**src/rtl/uart_frame_tx_pkg.sv**
```systemverilog
// Shared UART definitions: FSM state encoding and bit-period arithmetic,
// also used by the matching receiver and its timeout logic.
package uart_frame_tx_pkg;

    localparam int unsigned CNT_W  = 32;
    localparam int unsigned BYTE_W = 8;

    typedef enum logic [1:0] {
        ST_IDLE  = 2'd0,
        ST_START = 2'd1,
        ST_DATA  = 2'd2,
        ST_STOP  = 2'd3
    } uart_state_e;

    // Clock cycles per bit: integer division of system clock by line rate.
    function automatic int unsigned bit_cycles(input int unsigned clk_mhz,
                                               input int unsigned baud_rate);
        return (clk_mhz * 1000000) / baud_rate;
    endfunction

endpackage

```
**src/rtl/uart_frame_tx_if.sv**
```systemverilog
// Frame handshake between the bus-to-host memory interface and the UART transmitter.
interface uart_frame_tx_if #(
    parameter int unsigned DATA_MAX_LEN = 9
);
    logic [DATA_MAX_LEN*8-1:0] data;
    logic [7:0]                len_1;
    logic                      send;
    logic                      resend;
    logic                      ready;

    modport master (output data, output len_1, output send, output resend, input ready);
    modport slave  (input data, input len_1, input send, input resend, output ready);
endinterface

```
**src/rtl/uart_baud_tick.sv**
```systemverilog
// Reloadable bit-period counter: one-cycle tick every BIT enabled cycles,
// restarted at frame start so the first period is full length.
module uart_baud_tick
    import uart_frame_tx_pkg::*;
#(
    parameter int unsigned BIT = 2604
) (
    input  logic clk,
    input  logic res_n,
    input  logic restart,
    input  logic en,
    output logic tick_c
);
    logic [CNT_W-1:0] cnt_q;

    assign tick_c = en && (cnt_q == CNT_W'(BIT - 1));

    always_ff @(posedge clk or negedge res_n) begin
        if (!res_n) begin
            cnt_q <= '0;
        end else if (restart) begin
            cnt_q <= '0;
        end else if (en) begin
            cnt_q <= tick_c ? '0 : cnt_q + CNT_W'(1);
        end
    end
endmodule

```
**src/rtl/uart_frame_tx.sv**
```systemverilog
// Multi-byte 8N1 UART transmitter; latches a frame and replays it on resend.
module uart_frame_tx
    import uart_frame_tx_pkg::*;
#(
    parameter int unsigned CLK          = 25,
    parameter int unsigned BAUD_RATE    = 9600,
    parameter int unsigned DATA_MAX_LEN = 9
) (
    input  logic            clk,
    input  logic            res_n,
    uart_frame_tx_if.slave  bus,
    output logic            tx
);
    localparam int unsigned BIT     = bit_cycles(CLK, BAUD_RATE);
    localparam int unsigned FRAME_W = DATA_MAX_LEN * 8;

    uart_state_e          state_q, state_nxt;
    logic [FRAME_W-1:0]   frame_q, frame_nxt;
    logic [BYTE_W-1:0]    len_q, len_nxt;
    logic [BYTE_W-1:0]    byte_q, byte_nxt;
    logic [2:0]           bit_q, bit_nxt;
    logic                 tx_nxt;
    logic                 ready_q;
    logic                 restart;
    logic                 tick;
    logic [7:0]           cur_byte;

    assign bus.ready = ready_q;

    uart_baud_tick #(.BIT(BIT)) u_tick (
        .clk     (clk),
        .res_n   (res_n),
        .restart (restart),
        .en      (state_q != ST_IDLE),
        .tick_c  (tick)
    );

    // Byte currently on the line; byte index never exceeds the clamped length.
    always_comb begin
        cur_byte = '0;
        for (int i = 0; i < int'(DATA_MAX_LEN); i++) begin
            if (byte_q == BYTE_W'(i)) cur_byte = frame_q[8*i +: 8];
        end
    end

    always_comb begin
        state_nxt = state_q;
        frame_nxt = frame_q;
        len_nxt   = len_q;
        byte_nxt  = byte_q;
        bit_nxt   = bit_q;
        tx_nxt    = tx;
        restart   = 1'b0;
        unique case (state_q)
            ST_IDLE: begin
                tx_nxt = 1'b1;
                if (bus.send || bus.resend) begin
                    if (bus.send) begin
                        frame_nxt = bus.data;
                        len_nxt   = (bus.len_1 >= BYTE_W'(DATA_MAX_LEN)) ?
                                    BYTE_W'(DATA_MAX_LEN - 1) : bus.len_1;
                    end
                    byte_nxt  = '0;
                    restart   = 1'b1;
                    tx_nxt    = 1'b0;
                    state_nxt = ST_START;
                end
            end
            ST_START: begin
                if (tick) begin
                    bit_nxt   = '0;
                    tx_nxt    = cur_byte[0];
                    state_nxt = ST_DATA;
                end
            end
            ST_DATA: begin
                if (tick) begin
                    if (bit_q == 3'd7) begin
                        tx_nxt    = 1'b1;
                        state_nxt = ST_STOP;
                    end else begin
                        bit_nxt = bit_q + 3'd1;
                        tx_nxt  = cur_byte[bit_q + 3'd1];
                    end
                end
            end
            ST_STOP: begin
                if (tick) begin
                    if (byte_q == len_q) begin
                        tx_nxt    = 1'b1;
                        state_nxt = ST_IDLE;
                    end else begin
                        byte_nxt  = byte_q + BYTE_W'(1);
                        tx_nxt    = 1'b0;
                        state_nxt = ST_START;
                    end
                end
            end
            default: state_nxt = ST_IDLE;
        endcase
    end

    always_ff @(posedge clk or negedge res_n) begin
        if (!res_n) begin
            state_q <= ST_IDLE;
            frame_q <= '0;
            len_q   <= '0;
            byte_q  <= '0;
            bit_q   <= '0;
            tx      <= 1'b1;
            ready_q <= 1'b1;
        end else begin
            state_q <= state_nxt;
            frame_q <= frame_nxt;
            len_q   <= len_nxt;
            byte_q  <= byte_nxt;
            bit_q   <= bit_nxt;
            tx      <= tx_nxt;
            ready_q <= (state_nxt == ST_IDLE);
        end
    end
endmodule

```
**src/flat_wrapper.sv**
```systemverilog
// flat-port wrapper written by rule: the top's interface ports become plain ports
module uart_frame_tx_flat import uart_frame_tx_pkg::*;
#(
    parameter int unsigned CLK          = 25,
    parameter int unsigned BAUD_RATE    = 9600,
    parameter int unsigned DATA_MAX_LEN = 9
)
  (clk, res_n, tx, bus_data, bus_len_1, bus_send, bus_resend, bus_ready);
  uart_frame_tx_if #(.DATA_MAX_LEN(DATA_MAX_LEN)) bus_i ();
  input  logic clk;
  input  logic res_n;
  output logic tx;
  input wire logic [$bits(bus_i.data)-1:0] bus_data;
  input wire logic [$bits(bus_i.len_1)-1:0] bus_len_1;
  input wire logic [$bits(bus_i.send)-1:0] bus_send;
  input wire logic [$bits(bus_i.resend)-1:0] bus_resend;
  output wire logic [$bits(bus_i.ready)-1:0] bus_ready;
  assign bus_i.data = bus_data;
  assign bus_i.len_1 = bus_len_1;
  assign bus_i.send = bus_send;
  assign bus_i.resend = bus_resend;
  assign bus_ready = bus_i.ready;
  uart_frame_tx #(.CLK(CLK), .BAUD_RATE(BAUD_RATE), .DATA_MAX_LEN(DATA_MAX_LEN)) u_core (.clk(clk), .res_n(res_n), .bus(bus_i), .tx(tx));
endmodule
```
**config.mk**
```make
export PLATFORM = sky130hd
export DESIGN_NAME = uart_frame_tx_flat
export DESIGN_NICKNAME = d
export VERILOG_FILES = /design/src/rtl/uart_frame_tx_pkg.sv /design/src/rtl/uart_frame_tx_if.sv /design/src/rtl/uart_baud_tick.sv /design/src/rtl/uart_frame_tx.sv /design/src/flat_wrapper.sv
export SDC_FILE = /design/constraint.sdc
export NUM_CORES = 1
export LEC_CHECK = 0
export ABC_AREA = 1
export CAP_MARGIN = 5
export CORE_MARGIN = 3
export CORE_UTILIZATION = 40
export DETAILED_ROUTE_END_ITERATION = 8
export GPL_TIMING_DRIVEN = 0
export SETUP_SLACK_MARGIN = 0.4
export SYNTH_ARGS = -nofsm -noshare
export SYNTH_HDL_FRONTEND = slang
export SYNTH_SLANG_ARGS = --single-unit
```
**constraint.sdc**
```tcl
create_clock -name clk -period 4.9 [get_ports clk]
set_input_delay 1.225 -clock clk [delete_from_list [all_inputs] [get_ports clk]]
set_output_delay 1.225 -clock clk [all_outputs]
set_load 0.03 [all_outputs]
```
== Word-level counts from Yosys, hierarchy flattened ==
Index checks and enable logic that the tools add are counted.

* Output and inout port bits: 2
* Word-level logic and storage cells: 85
* Register bits after elaboration: 127
* Bits of input ports: 84

* Equal/unequal tests: 20
* Magnitude comparators: 2
* Add/sub/neg operators: 3
* Muxes and demuxes: 39
* Reductions and logical operators: 13

{| class="wikitable"
|+ Operators by type and width
! operator !! count
|-
| two-way mux 8 bit || 13
|-
| two-way mux 32 bit || 3
|-
| adder 32 x 1 -> 32 bit, second input constant || 1
|-
| == test 32 x 12 -> 1 bit, second input constant || 1
|-
| == test 8 x 3 -> 1 bit, second input constant || 4
|-
| == test 8 x 2 -> 1 bit, second input constant || 2
|-
| case mux 8 bit (2 select lines) || 1
|-
| two-way mux 1 bit || 10
|-
| two-way mux 2 bit || 5
|-
| != test 2 bit, second input constant || 5
|-
| two-way mux 3 bit || 3
|-
| adder 8 x 1 -> 8 bit, second input constant || 1
|-
| == test 8 x 1 -> 1 bit, second input constant || 1
|-
| == test 8 x 4 -> 1 bit, second input constant || 1
|-
| == test 8 bit || 1
|-
| >= comparator 8 x 4 -> 1 bit, second input constant || 1
|-
| zero test 8 bit || 1
|-
| case mux 2 bit (4 select lines) || 1
|-
| AND reduction 4 bit || 2
|-
| nonzero test 2 bit || 4
|-
| case mux 3 bit (2 select lines) || 1
|-
| AND reduction 3 bit || 2
|-
| == test 2 bit, second input constant || 2
|-
| zero test 2 bit || 2
|-
| other kinds (9) || 9
|}

== Logic depth before layout (Yosys ltp) ==
Gate-level depths: netlist of the first run.

* Word-level depth: 15
* Mapped depth: 24
* Mapped depth without buffers: 24

== Modules after synthesis ==
From an unflattened synthesis of the first run, not the netlist that was laid out.

* Cell total of the unflattened synthesis: 997
* Area total of the unflattened synthesis: 7061.8 um^2

{| class="wikitable"
|+ Modules (own cells, without submodules)
! module !! cells an instance !! instances !! seq. area each (um^2) !! area an instance (um^2)
|-
| uart_frame_tx || 649 || 1 || 2379.8 || 4869.7
|-
| uart_baud_tick || 348 || 1 || 800.8 || 2192.1
|}

== Least setup slack after synthesis of the first run ==
No wires, ideal clock.

* Kind: input-to-reg
* From: in bus_resend
* To: reg u_core.byte_q[6]
* Setup slack: 2643 ps
* Path buffers: 0
* Required time: 4780 ps
* Stages: 11
* Setup time: 120 ps
* Arrival time: 2136 ps
* Path through: nor2_1 nand2_1 nand3b_1 nor2_4 inv_2 nor2_2 inv_2 nor3_2 nand3_1 nand2_1 a21oi_1

* Word-level cells in the longest chain between the ends: 3

{| class="wikitable"
|+ RTL lines
! what !! line !! source
|-
| start, declared || flat_wrapper.sv:16 || <nowiki>input wire logic [$bits(bus_i.resend)-1:0] bus_resend;</nowiki>
|-
| logical OR 1 bit || uart_frame_tx.sv:57 || <nowiki>if (bus.send || bus.resend) begin</nowiki>
|-
| != test 2 x 1 -> 1 bit (no source line) || n/a ||
|-
| AND reduction 4 bit (no source line) || n/a ||
|-
| end signal, assigned || uart_frame_tx.sv:116 || <nowiki>byte_q <= byte_nxt;</nowiki>
|-
| end, declared || uart_frame_tx.sv:20 || <nowiki>logic [BYTE_W-1:0] byte_q, byte_nxt;</nowiki>
|}

Every way passes these cells.
A chain may end at the register's enable or synchronous reset.

== Worst setup path after layout of the first run ==
* From: in bus_send
* To: reg u_core.frame_q[4]

* Word-level cells in the longest chain between the ends: 2

{| class="wikitable"
|+ RTL lines
! what !! line !! source
|-
| start, declared || flat_wrapper.sv:15 || <nowiki>input wire logic [$bits(bus_i.send)-1:0] bus_send;</nowiki>
|-
| logical OR 1 bit || uart_frame_tx.sv:57 ||
|-
| AND reduction 3 bit (no source line) * || n/a ||
|-
| end signal, assigned || uart_frame_tx.sv:114 || <nowiki>frame_q <= frame_nxt;</nowiki>
|-
| end, declared || uart_frame_tx.sv:18 || <nowiki>logic [FRAME_W-1:0] frame_q, frame_nxt;</nowiki>
|}

Mark *: on every way between the ends. The rest lies on a longest branch, timed or not.

==> results of run 1 <==
## power by group through the flow
stage	Sequential, W	Combinational [W]	Clock, W
final	0.00105	0.0000945	0.00122
after global routing	0.00105	0.000103	0.00129
after CTS	0.00105	0.0000968	0.00124
after detailed placement	0.00107	0.0000960	0
after global placement	0.00107	0.0000935	0
after floorplan	0.00107	0.000000788	0
## area by class of cell
cell class,instances,area (sq um)
fill,1685,8070
timing repair buffer,86,880
multi-input combinational,657,3180
inverter,98,372
tap,220,275
buffer,28,115
clock buffer,26,509
clock inverter,6,57.6
sequential,127,3180
## flip-flops by register name (all words and copies together), names as in the netlist
signal and count:
u_core.tx 1, u_core.state_q 2, u_core.frame_q 72, u_core.bit_q 3, u_core.u_tick.cnt_q 32, u_core.byte_q 8, u_core.bus.ready 1, u_core.len_q 8
## cell families (layout without fill, tap and decap cells)
group | Yosys count | count (layout) | share of synthesized area (%)
XOR/XNOR | 7 | 7 | 0.895
AND/OR/NAND/NOR | 515 | 515 | 34.0
buffers and inverters | 126 | 244 | 7.11
AO/OA/AOI/OAI | 128 | 128 | 10.3
adder cells (fa/ha/maj) | 7 | 7 | 1.28
flip-flops | 127 | 127 | 46.4
## worst max path at each step
stage                          start                 endpoint  depth (start not counted)
after floorplan           bus_resend         u_core.byte_q[6]                         11
after global placement         res_n  u_core.u_tick.cnt_q[10]                          1
after detailed placement    bus_send        u_core.frame_q[4]                          7
after CTS                   bus_send        u_core.frame_q[4]                          7
after global routing        bus_send        u_core.frame_q[4]                          7
final                       bus_send        u_core.frame_q[4]                          7
## through the flow
step           util [%]  setup WS [ns]  hold WS, ns  power [W]
6_report           51.5           1.65        0.479    0.00237
5_1_grt            51.5           1.54        0.493    0.00244
4_1_cts            51.5           1.68        0.481    0.00239
3_5_place_dp       48.1           1.23        0.466    0.00116
3_3_place_gp       47.9          -2.58        0.465    0.00116
2_1_floorplan         -           2.64        0.441    0.00107
## layout by cell type (no fill, tap or decap), types with 10 or more instances in the layout
cell             Yosys  layout
nand2_1            337     337
dfrtp_1            125     125
inv_1               86      86
clkdlybuf4s50_1      0      84
o21ai_0             57      57
nor2_1              52      52
nand3_1             47      47
a21oi_1             42      42
clkbuf_1            19      23
clkbuf_16            0      17
nor3_1              11      11
nor4_1              10      10
inv_2               10      10
o22ai_1             10      10
## worst max-delay path: stages
cell and delay, ns:
clkdlybuf4s50_1 0.51, nand2_1 0.31, inv_1 0.23, clkbuf_1 0.65, clkbuf_1 0.46, nand2_1 0.13
nand2_1 0.09
## layer usage
metal | track usage [%] | vias to the layer above | share of wire (%)
met5 | 0 | - | 0
met4 | 4.60 | 0 | 0.85
met3 | 5.22 | 16 | 5.6
met2 | 31.8 | 148 | 44
met1 | 29.4 | 2853 | 50
li1 | - | 3146 | -
==> results.toml, run 1 <==
[status]
status = "complete, no violations"

[placed_design]
port_buffers = 85
gp_congestion = 0.834
dp.cells = 1216
place.detailed.hpwl_um = 13000
postPlaceCellArea_sq_mm = 0.00800

[power_and_ir_drop]
clkPwrFrac_pct = 51.7
seqPwrFrac_pct = 44.3
vdd_drop_max_mv = 0.245
cellLeakagePower_nw = 4.45
switchingPower_w = 0.000496
power_density_mw_per_mm2 = 276
p_int_w = 0.00187
switching_share_pct = 20.9
p_comb_share_pct = 4.0

[sta]
rsz0062_at_grt = "false"
skew_ns = 0.00726
finalSetupViolations = 0
fmax_mhz = 308
setup_tns_ns = 0
fin_crit_sh_pct = 66.3
finalCriticalPeriod_ns = 3.25
relSlewSlack_pct = 45.3
drv_slew = 0
worst_pin_slew_ns = 0.821
finalHoldViolCount = 0

[drt]
antenna_left = 0
via_count = 6163
vias_per_cell = 4.94
wl_um = 18200
drtPass1Iterations = 5
drt_iter0_drc = 312
drc = 0
wl_per_cell_um = 14.6

[worst_setup_path]
crit_path_start_kind = "primary input"
reg2reg_slack_ns = 2.15
reg2regPathDepth = 7
cp.required_ns = 5.26
cp_max_fo = 10
cp-end-kind = "flop"
rr_startpoint = "u_core.state_q[0]"
timing.rr.end = "u_core.frame_q[4]"
worstSetupPathType = "in2reg"
arrival_ns = 3.61

[clocking]
htreeDepth = 4
post-cts-setup-buffers = 0
clkTransAtPathRegs_ns = 0.05
clk_latency_ns = 0.42
clockBufferDepth = 2
cts_sinks = 127
cts_hold_buf = 0
clockRootBuffer = "clkbuf_16"
post_cts_resized = 0
cts_buffers = 17
cts_tree = "done"

[global_route]
grt_max_degree = 74
grt_use_total_pct = 20.6
antenna_found_initial = 0
grt_pass1_vias = 6096
grt_pass1_wl_um = 30200
grt-ovfl-total = 0

[finish]
layout-drive-gt1-share_pct = 8.75
synthToLayoutAreaGrowth_pct = 25.1
layout.nets = 1106
fin_area_sq_mm = 0.00857
fin_cells = 1248
antenna_cells = 0

[worst_hold_path]
hp-start = "u_core.frame_q[51]"
hold_end = "u_core.frame_q[51]"
hp-class = "reg2reg"
min_path_cells = 2

[die]
fp.dieH_um = 137
rows = 47
num_io_pins = 86
core_sq_mm = 0.0166
start_util_pct = 41.1
die_w_um = 137
dieArea_sq_mm = 0.0187

[run]
maxCapViolCount = 0

[synthesis]
ys_seq_elements = 127
ys_async_sr_fraction_pct = 100
synth.most_common_cell = "nand2_1"
synth-edff-count = 0
syn-instance-count = 910
synth_commonest_cells = "nand2_1 (337), dfrtp_1 (125), inv_1 (86), o21ai_0 (57), nor2_1 (52)"
netlist_area_sq_mm = 0.00685
ys.flop_type = "dfrtp_1"
synth.net_count = 1001
yosys.cell_types.count = 52
yosysTopAreaCell = "dfrtp_1"
syn_avg_cell_area_sq_um = 7.53
yosys_warnings = 0
yosys-top-cells-area = "dfrtp_1 (46%), nand2_1 (18%), inv_1 (4.7%)"
yosys.area.top_type_share_pct = 45.7
yosysSeqAreaShare_pct = 46.4
Power figures use the tool's default switching activity.
==> run 2, diff against run 1 <==
Clock period 4.9 ns to 3.01 ns, I/O delays scaled along.
==> results.toml, run 2 (same netlist as run 1, synthesis figures left out) <==
[status]
status = "complete, no violations"

[sta]
relSlewSlack_pct = 59.6
worst_pin_slew_ns = 0.606
finalCriticalPeriod_ns = 2.50
fin_crit_sh_pct = 83.0
rsz0062_at_grt = "true"
skew_ns = 0.00673
finalSetupViolations = 0
drv_slew = 0
finalHoldViolCount = 0
timing.hold.ws_ns = 0.285
setup_tns_ns = 0
fmax_mhz = 400

[finish]
largestRegisters = "u_core.frame_q (72), u_core.u_tick.cnt_q (32)"
layout.nets = 1111
utilization_pct = 52.1
layout.cells.most_common = "nand2_1"
antenna_cells = 0
synthToLayoutAreaGrowth_pct = 26.5
fin_cells = 1253
final_cell_mix = "nand2_1 (336), dfrtp_1 (125), inv_1 (85)"
top_register = "u_core.frame_q"
largest_reg_flops = 72
layout-drive-gt1-share_pct = 9.87

[global_route]
antenna_found_initial = 0
top_usage_layer = "met2"
grt_use_met2_pct = 31.8
use_met1_pct = 29.4
grt_max_degree = 74
grt_pass1_wl_um = 30200
use_met3_pct = 5.22
grt-ovfl-total = 0
grt_pass1_vias = 6096
grt_use_total_pct = 20.6

[drt]
wl_per_cell_um = 14.7
drt_iter0_drc = 346
drc = 0
via_count = 6147
vias_per_cell = 4.91
wl_um = 18400
drtPass1Iterations = 5
antenna_left = 0

[power_and_ir_drop]
switchingPower_w = 0.000806
seqPwrFrac_pct = 44.3
switching_share_pct = 20.9
cellLeakagePower_nw = 4.48
p_comb_share_pct = 4.0
power_w = 0.00385
power_density_mw_per_mm2 = 445
vdd_drop_max_mv = 0.410
p_int_w = 0.00305
clkPwrFrac_pct = 51.7

[clocking]
clkTransAtPathRegs_ns = 0.06
cts_hold_buf = 0
cts_tree = "done"
cts_sinks = 127
clockRootBuffer = "clkbuf_16"
htreeDepth = 4
clk_latency_ns = 0.42
cts_buffers = 17
clockBufferDepth = 2

[worst_setup_path]
cp_max_fo = 4
worst_path_max_delay_cell = "dfrtp_1"
cp-end-kind = "flop"
crit_path_start_kind = "flop"
path_cells = "ha_2, inv_1, nor3_4, nand2_2, nor3_4, nand4_1, nor2_2, nand4_2, nor3_4, nand2_1, nor2_2, nand3_1, nand2_1, o22ai_2"
rr_startpoint = "u_core.u_tick.cnt_q[0]"
arrival_ns = 2.79
worstSetupStartpoint = "u_core.u_tick.cnt_q[0]"
cp.required_ns = 3.30
worst_path_most_repeated_cell = "nor3_4"
worstSetupPathType = "reg2reg"
slowest_delay_ns = 0.39

[die]
fp.dieH_um = 137
num_io_pins = 86
start_util_pct = 41.1
rows = 47
dieArea_sq_mm = 0.0187
core_sq_mm = 0.0166
die_w_um = 137

[placed_design]
gp_congestion = 0.834
place.detailed.hpwl_um = 13000
dp.cells = 1216
port_buffers = 85

[worst_hold_path]
hp-class = "in2async"

[run]
maxCapViolCount = 0
[run 2: cell types whose count changed in the layout (fill, tap and decap cells not counted), sizes merged]
cell,delta
clkbuf,+1
buf,+4
[run 2: per-stage QoR]
| stage | setup WS (ns) | area, sq um |
|---|---|---|
| finish | 0.511 | 8660 |
| global route | 0.260 | 8660 |
| CTS | 0.443 | 8570 |
| detailed placement | -0.184 | 8000 |
| global placement | -3.99 | 7970 |
| floorplan | 0.933 | 6850 |
[run 2: repair_timing]
| item | in CTS | in global routing |
|---|---|---|
| endpoints found under the setup margin | 51 | 61 |
| resized for setup | 2 | 13 |
| pin swaps | 0 | 3 |
| buffers inserted | 0 | 5 |
[run 2: metal layers]
metal | vias to the layer above | wire length (um) | share of wire, %
li1 | 3156 | - | -
met1 | 2830 | 9130 | 50
met2 | 148 | 8100 | 44
met3 | 13 | 1020 | 5.5
met4 | 0 | 146 | 0.79
met5 | - | 0 | 0
[run 2: cell type report]
class | instances | area (sq um)
clock buffers | 26 | 509
clock inverters | 6 | 57.6
plain buffers | 28 | 120
multi-input cells | 657 | 3230
flip-flops and latches | 127 | 3180
repair buffers | 91 | 917
fillers | 1685 | 7980
inverters | 98 | 372
well taps | 220 | 275
[run 2: worst max-delay path, delay by kind of cell (launching register included)]
kind / cells / cell delay (ns)
flops: 1 / 0.39
simple gates: 11 / 1.63
compound gates: 1 / 0.07
fa+ha+maj: 1 / 0.20
buf+inv: 1 / 0.08
[run 2: worst paths after layout]
kind	to	slack [ns]	depth (start not counted)
min	u_core.frame_q[18]	0.29	1
max in group asynchronous	u_core.frame_q[65]	1.97	2
max reg2reg	u_core.u_tick.cnt_q[20]	0.51	14
min in group clk	u_core.frame_q[51]	0.48	2
max	u_core.u_tick.cnt_q[20]	0.51	14
min reg2reg	u_core.frame_q[51]	0.48	2
[run 2: power groups by stage]
stage	Combinational (W)	Clock [W]	Sequential, W
2_1_floorplan	0.00000128	0	0.00174
3_3_place_gp	0.000152	0	0.00174
3_5_place_dp	0.000156	0	0.00174
4_1_cts	0.000158	0.00202	0.00171
5_1_grt	0.000168	0.00210	0.00171
6_report	0.000154	0.00199	0.00171
==> run 3, diff against run 2 <==
Clock period 3.01 ns to 2 ns, I/O delays scaled along.
==> results.toml, run 3 (same netlist as run 1, synthesis figures left out) <==
[drt]
wl_per_cell_um = 15.2
drc = 0
drt_iter0_drc = 396
wl_um = 20600
drtPass1Iterations = 5
via_count = 6766
antenna_left = 0
vias_per_cell = 5.02

[sta]
finalHoldViolCount = 0
setup_tns_ns = -6.07
rsz0062_at_grt = "true"
finalSetupViolations = 42
worst_pin_slew_ns = 0.661
fmax_mhz = 428
relSlewSlack_pct = 55.9
setup_ws_ns = -0.338
finalCriticalPeriod_ns = 2.34
fin_crit_sh_pct = 117
drv_slew = 0
timing.hold.ws_ns = 0.0162
skew_ns = 0.00722

[clocking]
cts_tree = "done"
cts_buffers = 17
clkTransAtPathRegs_ns = 0.06
clockRootBuffer = "clkbuf_16"
clk_latency_ns = 0.42
cts_sinks = 127
clockBufferDepth = 2
htreeDepth = 4

[finish]
synthToLayoutAreaGrowth_pct = 49.1
top_register = "u_core.frame_q"
largestRegisters = "u_core.frame_q (72), u_core.u_tick.cnt_q (32)"
antenna_cells = 0
layout.cells.most_common = "nand2_1"
layout.nets = 1207
final_cell_mix = "nand2_1 (320), dfrtp_1 (118), clkdlybuf4s50_1 (82)"
layout-drive-gt1-share_pct = 28.8
largest_reg_flops = 72

[placed_design]
place.detailed.hpwl_um = 13000
port_buffers = 85
gp_congestion = 0.854

[worst_setup_path]
worstSetupPathType = "reg2reg"
rr_startpoint = "u_core.byte_q[1]"
cp.required_ns = 2.36
cp_max_fo = 5
cp-end-kind = "flop"
timing.rr.end = "u_core.tx"
crit_path_start_kind = "flop"
reg2reg_slack_ns = -0.34
arrival_ns = 2.70
reg2regPathDepth = 24

[global_route]
grt_max_degree = 81
grt_pass1_wl_um = 32100
grt_use_total_pct = 21.7
grt_pass1_vias = 6457
antenna_found_initial = 0
grt-ovfl-total = 0

[die]
core_sq_mm = 0.0166
num_io_pins = 86
die_w_um = 137
start_util_pct = 41.1
fp.dieH_um = 137
dieArea_sq_mm = 0.0187
rows = 47

[power_and_ir_drop]
cellLeakagePower_nw = 5.20
power_density_mw_per_mm2 = 612
vdd_drop_max_mv = 0.515

[run]
maxCapViolCount = 0

[status]
violations = "setup timing"
status = "complete, but fails checks"

[worst_hold_path]
hp-class = "in2async"
==> run 3: repair_timing <==
| action | in CTS | in global routing |
|---|---|---|
| gates cloned | 0 | 2 |
| pin swaps | 21 | 28 |
| hold buffers | 0 | 0 |
| setup buffers | 74 | 25 |
| gates resized for setup | 138 | 104 |
| endpoints found under the setup margin | 129 | 128 |
==> run 3: where the power goes <==
| group | switching [W] | total, W | leakage (nW) | internal [W] |
|---|---|---|---|---|
| combinational | 0.0000819 | 0.000229 | 3.42 | 0.000147 |
| clock | 0.00120 | 0.00345 | 0.316 | 0.00224 |
| sequential | 0 | 0.00257 | 1.47 | 0.00257 |
| total | 0.00129 | 0.00625 | 5.20 | 0.00496 |
==> run 3: critical path: stages (launching register included) <==
cell and delay (ns):
dfrtp_1 0.42, inv_2 0.11, ha_4 0.13, inv_2 0.05, nor2_4 0.20, buf_6 0.14
nand3_2 0.06, nand2_1 0.07, nand2_1 0.05, nand2_1 0.07, nand2_1 0.07, nand2_1 0.10
nand2_1 0.06, nand2_1 0.06, nand2_1 0.05, nand2_1 0.05, nand2_1 0.06, nand2_1 0.06
nand3_1 0.07, nand3_1 0.09, nand2_1 0.05, nand2_1 0.07, nand3_2 0.08, nand2_1 0.07
inv_1 0.04
==> run 3: worst max path at each step <==
stage                                start                      end  depth (start not counted)
finish                    u_core.byte_q[1]                u_core.tx                         24
global route              u_core.byte_q[0]                u_core.tx                         20
CTS                       u_core.byte_q[1]                u_core.tx                         22
detailed placement                bus_send        u_core.frame_q[4]                          7
global placement                     res_n       u_core.frame_q[44]                          1
floorplan           u_core.u_tick.cnt_q[0]  u_core.u_tick.cnt_q[20]                         14
==> run 3: routing by layer <==
layer	part of all wire, %	vias to the layer above	routed length, um	GRT usage (%)
met5	0	-	0	0
met4	1.3	0	259	5.65
met3	4.6	26	937	4.12
met2	48	173	9800	34.1
met1	47	3200	9570	30.9
li1	-	3367	-	-
==> run 3: area by class of cell <==
type / instances / area, sq um
inverter: 98 / 393
tap: 220 / 275
clock inverter: 14 / 215
buffer: 28 / 195
sequential: 127 / 3190
multi-input combinational: 658 / 3760
fill: 1427 / 6430
timing repair buffer: 186 / 1750
clock buffer: 18 / 439
==> run 3: stage by stage <==
| stage | cell area, sq um | setup WS, ns | util (%) | cells | power (W) |
|---|---|---|---|---|---|
| 4_1_cts | 9670 | -0.318 | 58.1 | 1322 | 0.00629 |
| 6_report | 10200 | -0.338 | 61.4 | 1349 | 0.00625 |
| 3_3_place_gp | 8050 | -4.82 | 48.4 | 1215 | 0.00284 |
| 3_5_place_dp | 8080 | -0.733 | 48.6 | 1216 | 0.00285 |
| 5_1_grt | 10200 | -0.579 | 61.4 | 1349 | 0.00642 |
| 2_1_floorplan | 6930 | -0.0266 | - | 910 | 0.00262 |
